### config.mk
export PLATFORM = sky130hd
export DESIGN_NAME = code_lock
export DESIGN_NICKNAME = d
export VERILOG_FILES = /design/src/rtl/code_lock_pkg.sv /design/src/rtl/code_lock_btn_edge.sv /design/src/rtl/code_lock.sv
export SDC_FILE = /design/constraint.sdc
export NUM_CORES = 1
export LEC_CHECK = 0
export BUFFER_PORTS_ARGS = -buffer_cell sky130_fd_sc_hd__buf_2
export CAP_MARGIN = 20
export CORE_MARGIN = 1.5
export CORE_UTILIZATION = 50
export CTS_BUF_LIST = sky130_fd_sc_hd__clkbuf_16
export DETAILED_ROUTE_END_ITERATION = 10
export PLACE_DENSITY = 0.77
export SYNTH_ARGS = -nofsm -noshare
export SYNTH_HDL_FRONTEND = slang
export SYNTH_HIERARCHICAL = 1
export SYNTH_SLANG_ARGS = --single-unit
### constraint.sdc
create_clock -name clk -period 3.1 [get_ports clk]
set_clock_uncertainty 0.15 [all_clocks]
set_input_delay 0.31 -clock clk [delete_from_list [all_inputs] [get_ports clk]]
set_output_delay 0.31 -clock clk [all_outputs]
set_load 0.03 [all_outputs]
### src/rtl/code_lock_pkg.sv
`default_nettype none
// ---------------------------------------------------------------------------
// code_lock_pkg : shared state encoding and width helpers for the code lock
// Revision 1.0
// ---------------------------------------------------------------------------
package code_lock_pkg;

   typedef enum logic [2:0] {
      ST_IDLE    = 3'd0,
      ST_ENTRY   = 3'd1,
      ST_OK      = 3'd2,
      ST_FAIL    = 3'd3,
      ST_LOCKOUT = 3'd4
   } state_t;

   function automatic int clog2_min1(input int value);
      int r;
      r = $clog2(value);
      return (r < 1) ? 1 : r;
   endfunction

   function automatic int max_int(input int a, input int b);
      return (a > b) ? a : b;
   endfunction

endpackage
`default_nettype wire

### src/rtl/code_lock_btn_edge.sv
`default_nettype none
// ---------------------------------------------------------------------------
// btn_edge : two-flop synchroniser with a one-cycle release-edge pulse
// Revision 1.0
// ---------------------------------------------------------------------------
module btn_edge (
   input  logic clk,
   input  logic n_rst,
   input  logic btn,
   output logic release_pulse
);

   logic s1_q, s1_d;
   logic s2_q, s2_d;

   always_comb begin
      s1_d = btn;
      s2_d = s1_q;
   end

   always_ff @(posedge clk or negedge n_rst) begin
      if (!n_rst) begin
         s1_q <= 1'b0;
         s2_q <= 1'b0;
      end else begin
         s1_q <= s1_d;
         s2_q <= s2_d;
      end
   end

   assign release_pulse = s2_q & ~s1_q;

endmodule
`default_nettype wire

### src/rtl/code_lock.sv
`default_nettype none
// ---------------------------------------------------------------------------
// code_lock : keypad code lock with entry timeout and failure lockout
// Revision 1.0
// ---------------------------------------------------------------------------
module code_lock
   import code_lock_pkg::*;
#(
   parameter int NUM_BTN  = 4,
   parameter int CODE_LEN = 4,
   parameter int MAX_FAIL = 3,
   parameter int TIMEOUT  = 1000,
   parameter int LOCKOUT  = 5000
) (
   input  logic                                   clk,
   input  logic                                   n_rst,
   input  logic                                   start,
   input  logic [NUM_BTN-1:0]                     button,
   input  logic [CODE_LEN*clog2_min1(NUM_BTN)-1:0] code,
   output logic                                   led_ok,
   output logic                                   led_fail,
   output logic                                   led_lock,
   output logic [NUM_BTN-1:0]                     led_btn,
   output logic [3:0]                             fail_cnt
);

   localparam int BTN_W = clog2_min1(NUM_BTN);
   localparam int IDX_W = clog2_min1(CODE_LEN);
   localparam int CNT_W = clog2_min1(max_int(TIMEOUT, LOCKOUT) + 1);
   localparam logic [IDX_W-1:0] LAST_IDX     = IDX_W'(CODE_LEN - 1);
   localparam logic [CNT_W-1:0] TIMEOUT_LAST = CNT_W'(TIMEOUT - 1);
   localparam logic [CNT_W-1:0] LOCKOUT_LAST = CNT_W'(LOCKOUT - 1);
   localparam logic [3:0]       FAIL_LIMIT   = 4'(MAX_FAIL);

   logic [NUM_BTN-1:0] ev;

   for (genvar gi = 0; gi < NUM_BTN; gi++) begin : g_btn
      btn_edge u_btn_edge (
         .clk           (clk),
         .n_rst         (n_rst),
         .btn           (button[gi]),
         .release_pulse (ev[gi])
      );
   end

   state_t                    state_q, state_d;
   logic [CODE_LEN*BTN_W-1:0] code_q, code_d;
   logic [IDX_W-1:0]          idx_q, idx_d;
   logic                      mism_q, mism_d;
   logic [CNT_W-1:0]          cnt_q, cnt_d;
   logic [3:0]                fail_cnt_q, fail_cnt_d;
   logic                      led_ok_q, led_ok_d;
   logic                      led_fail_q, led_fail_d;
   logic                      led_lock_q, led_lock_d;
   logic [NUM_BTN-1:0]        led_btn_q, led_btn_d;

   logic             any_ev;
   logic             multi_ev;
   logic [BTN_W-1:0] btn_idx;
   logic [BTN_W-1:0] digit;
   logic             mism_new;
   logic [3:0]       fail_inc;
   logic             to_fail;

   always_comb begin
      any_ev   = |ev;
      multi_ev = |(ev & (ev - NUM_BTN'(1)));
      btn_idx  = '0;
      for (int i = 0; i < NUM_BTN; i++) begin
         if (ev[i]) btn_idx = BTN_W'(i);
      end
      digit = '0;
      for (int i = 0; i < CODE_LEN; i++) begin
         if (idx_q == IDX_W'(i)) digit = code_q[i*BTN_W +: BTN_W];
      end
      // Simultaneous releases still consume a digit but can never match.
      mism_new = mism_q | multi_ev | (btn_idx != digit);
      fail_inc = (fail_cnt_q == 4'hF) ? 4'hF : fail_cnt_q + 4'd1;
   end

   always_comb begin
      state_d    = state_q;
      code_d     = code_q;
      idx_d      = idx_q;
      mism_d     = mism_q;
      cnt_d      = cnt_q;
      fail_cnt_d = fail_cnt_q;
      to_fail    = 1'b0;

      case (state_q)
         ST_IDLE: begin
            if (start) begin
               state_d = ST_ENTRY;
               code_d  = code;
               idx_d   = '0;
               mism_d  = 1'b0;
               cnt_d   = '0;
            end
         end
         ST_ENTRY: begin
            if (!start) begin
               state_d = ST_IDLE;
            end else if (any_ev) begin
               cnt_d = '0;
               if (idx_q == LAST_IDX) begin
                  if (mism_new) begin
                     to_fail = 1'b1;
                  end else begin
                     state_d    = ST_OK;
                     fail_cnt_d = 4'd0;
                  end
               end else begin
                  idx_d  = idx_q + IDX_W'(1);
                  mism_d = mism_new;
               end
            end else if (cnt_q == TIMEOUT_LAST) begin
               to_fail = 1'b1;
            end else begin
               cnt_d = cnt_q + CNT_W'(1);
            end
         end
         ST_OK, ST_FAIL: begin
            if (!start) state_d = ST_IDLE;
         end
         ST_LOCKOUT: begin
            if (cnt_q == LOCKOUT_LAST) begin
               state_d    = ST_IDLE;
               fail_cnt_d = 4'd0;
            end else begin
               cnt_d = cnt_q + CNT_W'(1);
            end
         end
         default: state_d = ST_IDLE;
      endcase

      if (to_fail) begin
         fail_cnt_d = fail_inc;
         cnt_d      = '0;
         state_d    = (fail_inc == FAIL_LIMIT) ? ST_LOCKOUT : ST_FAIL;
      end
   end

   always_comb begin
      led_ok_d   = (state_d == ST_OK);
      led_fail_d = (state_d == ST_FAIL);
      led_lock_d = (state_d == ST_LOCKOUT);
      led_btn_d  = '0;
      if (state_d == ST_ENTRY) begin
         led_btn_d = (state_q == ST_ENTRY && any_ev && !multi_ev) ? ev : led_btn_q;
      end
   end

   always_ff @(posedge clk or negedge n_rst) begin
      if (!n_rst) begin
         state_q    <= ST_IDLE;
         code_q     <= '0;
         idx_q      <= '0;
         mism_q     <= 1'b0;
         cnt_q      <= '0;
         fail_cnt_q <= 4'd0;
         led_ok_q   <= 1'b0;
         led_fail_q <= 1'b0;
         led_lock_q <= 1'b0;
         led_btn_q  <= '0;
      end else begin
         state_q    <= state_d;
         code_q     <= code_d;
         idx_q      <= idx_d;
         mism_q     <= mism_d;
         cnt_q      <= cnt_d;
         fail_cnt_q <= fail_cnt_d;
         led_ok_q   <= led_ok_d;
         led_fail_q <= led_fail_d;
         led_lock_q <= led_lock_d;
         led_btn_q  <= led_btn_d;
      end
   end

   assign led_ok   = led_ok_q;
   assign led_fail = led_fail_q;
   assign led_lock = led_lock_q;
   assign led_btn  = led_btn_q;
   assign fail_cnt = fail_cnt_q;

endmodule
`default_nettype wire

==> flow_metrics.env <==
export IMPL_start_util_pct=51.87
export IMPL_wirelength_um=4678
export IMPL_path_clk_slew_ns=0.06
export IMPL_n_fill_cell=385
export IMPL_clk_latency_ns=0.28
export IMPL_viasPerCell=5.742
export IMPL_die_h_um=72.77
export IMPL_synthMuxAreaShare_pct=6.221
export IMPL_drive_gt1_share_pct=19.85
export IMPL_period_needed_ns=2.730
export IMPL_fp_dieW_um=72.77
export IMPL_cts_made_buffers=5
export IMPL_synth_top_family_by_area="simple AND/OR/NAND/NOR gates"
export IMPL_cts_root_buf="clkbuf_16"
export IMPL_layoutNonFillerInstCount=326
export IMPL_dieArea_sq_um=5295
export IMPL_grt_pass1_vias=1797
export IMPL_crit_path_start_kind="flip-flop"
export IMPL_worst_slew_pin_slew_ns=0.6560
export IMPL_dp_cells=312
export IMPL_synth_compound_area_share_pct=16.71
export IMPL_power_per_cell_area_nw_per_um2=521.9
export IMPL_antenna_left=0
export IMPL_finalInstanceArea_sq_um=2788
export IMPL_mostFrequentLayoutCells="46 x dfrtp_1, 25 x nor2_1, 25 x buf_2"
export IMPL_synth_top_cell_area_share_pct=47.30
export IMPL_hp_class="in -> reg"
export IMPL_slew_viol_final=0
export IMPL_final_hold_violation_count=0
export IMPL_synth_seq_cells=46
export IMPL_core_area_sq_um=4692
export IMPL_relSlewSlack_pct=56.10
export IMPL_cts_tree="built"
export IMPL_critical_path_max_fanout=8
export IMPL_grt_pass1_wl_um=8079
export IMPL_drt_initial_drc_count=165
export IMPL_synth_area_leaders="dfrtp_1 47%, mux2_2 4.2%, nor2_1 3.9%"
export IMPL_synth_xor_area_share_pct=1.080
export IMPL_path_class="reg -> reg"
export IMPL_htree_levels=2
export IMPL_diodes=0
export IMPL_avgRoutedWirePerCell_um=14.35
export IMPL_layout_nets=292
export IMPL_areaGrowthSynthToFinish_pct=14.55
export IMPL_finalCritPeriodShare_pct=88.05
export IMPL_syn_num_nets=260
export IMPL_synth_async_reset_ratio_pct=100.0
export IMPL_grt_remaining_overflow=0
export IMPL_grt_antenna_before_repair=0
export IMPL_clk_path_buf_depth=2
export IMPL_grt_max_degree=47
export IMPL_fin_util_pct=59.41
export IMPL_hold_depth=2
export IMPL_ys_seq_area_share_pct=47.30
export IMPL_status="finished, final reports clean"
export IMPL_final_common_cell="dfrtp_1"
export IMPL_cap_violations=0
export IMPL_cts_sinks=46
export IMPL_synth_flop_cell="dfrtp_1"
export IMPL_netlist_area_sq_um=2434
export IMPL_vias=1872
export IMPL_total_leakage_power_nw=1.277
export IMPL_place_congestion=0.8823
export IMPL_num_io_pins=26
export IMPL_synth_edf_count=0
export IMPL_final_setup_viol_count=0
export IMPL_cp_required_ns=3.13
export IMPL_first_pass_iters=4
export IMPL_vdd_drop_max_mv=0.2836
export IMPL_arrival_ns=2.76
export IMPL_yosys_area_share_simple_pct=22.93
export IMPL_final_setup_tns_ns=0
export IMPL_place_hpwl_um=3193
export IMPL_place_area_sq_um=2580
export IMPL_grtUsageTotal_pct=19.33
export IMPL_yosys_area_share_adder_pct=3.085
export IMPL_num_rows=25
export IMPL_rsz0062_at_grt="no"
export IMPL_ys_types=48
export IMPL_synth_avg_cell_area_sq_um=10.18
export IMPL_reg2reg_depth=9
export IMPL_drc=0
export IMPL_end_kind="flip-flop"
export IMPL_syn_inst=239
export IMPL_yosysWarnings=6
export IMPL_fmax_ghz=0.3664
export IMPL_port_buffers=25
export IMPL_synth_top_area_cell="dfrtp_1"
per-layer routing:
metal	vias to the layer above	GRT usage, %	share of wire, %
li1	926	-	-
met1	903	25.20	48
met2	39	32.31	48
met3	4	4.558	3.3
met4	0	5.241	0.73
met5	-	0	0
critical path, stage by stage, from the launching register on:
cell and delay, ns:
dfrtp_1 0.41, inv_1 0.11, ha_1 0.20, and3b_1 0.18
a2111oi_0 0.57, or3_1 0.22, a21oi_1 0.08, a21oi_2 0.35
nand2_1 0.16, and3_1 0.19
sequential cells by signal (all words and copies together), names as in the netlist, 2 cells and up:
signal / flops
cnt_q: 13
code_q: 8
fail_cnt: 4
g_btn.u_btn_edge/s1_q: 4
g_btn.u_btn_edge/s2_q: 4
led_btn: 4
state_q: 3
idx_q: 2
stage by stage:
stage	setup WS [ns]	hold WS, ns	power [mW]
2_1_floorplan	0.7547	-0.1356	0.8853
3_3_place_gp	0.4250	0.2626	0.9440
3_5_place_dp	0.3995	0.2682	0.9510
4_1_cts	0.3666	0.09187	1.462
5_1_grt	0.09050	0.1025	1.536
6_report	0.3704	0.1050	1.455
path summary, 6_finish.rpt:
kind / start / to / slack, ns
worst max-delay path: idx_q[1] / state_q[0] / 0.37
worst min register to register: g_btn[0].u_btn_edge/s1_q / g_btn[0].u_btn_edge/s2_q / 0.28
worst min-delay path: code[2] / code_q[2] / 0.10
max in group asynchronous: n_rst / cnt_q[12] / 2.12
min in group asynchronous: n_rst / g_btn[0].u_btn_edge/s1_q / 0.25
worst max register to register: idx_q[1] / state_q[0] / 0.37
power by group:
group          internal, mW  leakage [nW]  switching, mW  total [mW]
clock network         0.291        0.0724          0.214       0.506
registers             0.644         0.600         0.0365       0.681
logic                 0.123         0.604          0.145       0.268
total                  1.06          1.28          0.396        1.45
what timing repair did:
item	CTS	global route
gates resized for setup	0	0
hold buffers	4	1
setup buffers	0	0
hold endpoints to repair	4	46
area by class of cell:
cell class | count | area, sq um | share of cell area (%)
Inverter | 5 | 18.77 | 0.6733
Tap cell | 54 | 67.56 | 2.424
Timing Repair Buffer | 31 | 195.2 | 7.002
Multi-Input combinational cell | 182 | 1217 | 43.67
Clock inverter | 3 | 12.51 | 0.4488
Clock buffer | 5 | 125.1 | 4.488
Sequential cell | 46 | 1151 | 41.29
kinds of logic after synthesis:
kind of cell	Yosys count
buffers and inverters	11
XOR/XNOR	3
multiplexers	14
AND/OR/NAND/NOR	98
AO/OA/AOI/OAI	61
adder cells (fa/ha/maj)	6
flip-flops	46
cells in the mapped netlist (all sizes together), types with 2 or more instances:
library cell  count
dfrtp            46
nor2             25
o21ai            21
nand2            15
a21oi            13
nor2b            12
nand3            11
mux2              9
nand2b            9
o31ai             8
and3              7
ha                6
inv               5
mux2i             5
buf               4
nand3b            4
a22o              3
a31oi             3
or3               3
or4               3
a2111oi           2
a211oi            2
a21o              2
clkbuf            2
nor3              2
o41ai             2
xnor2             2
Note: power is estimated with default switching activity, not from simulation.
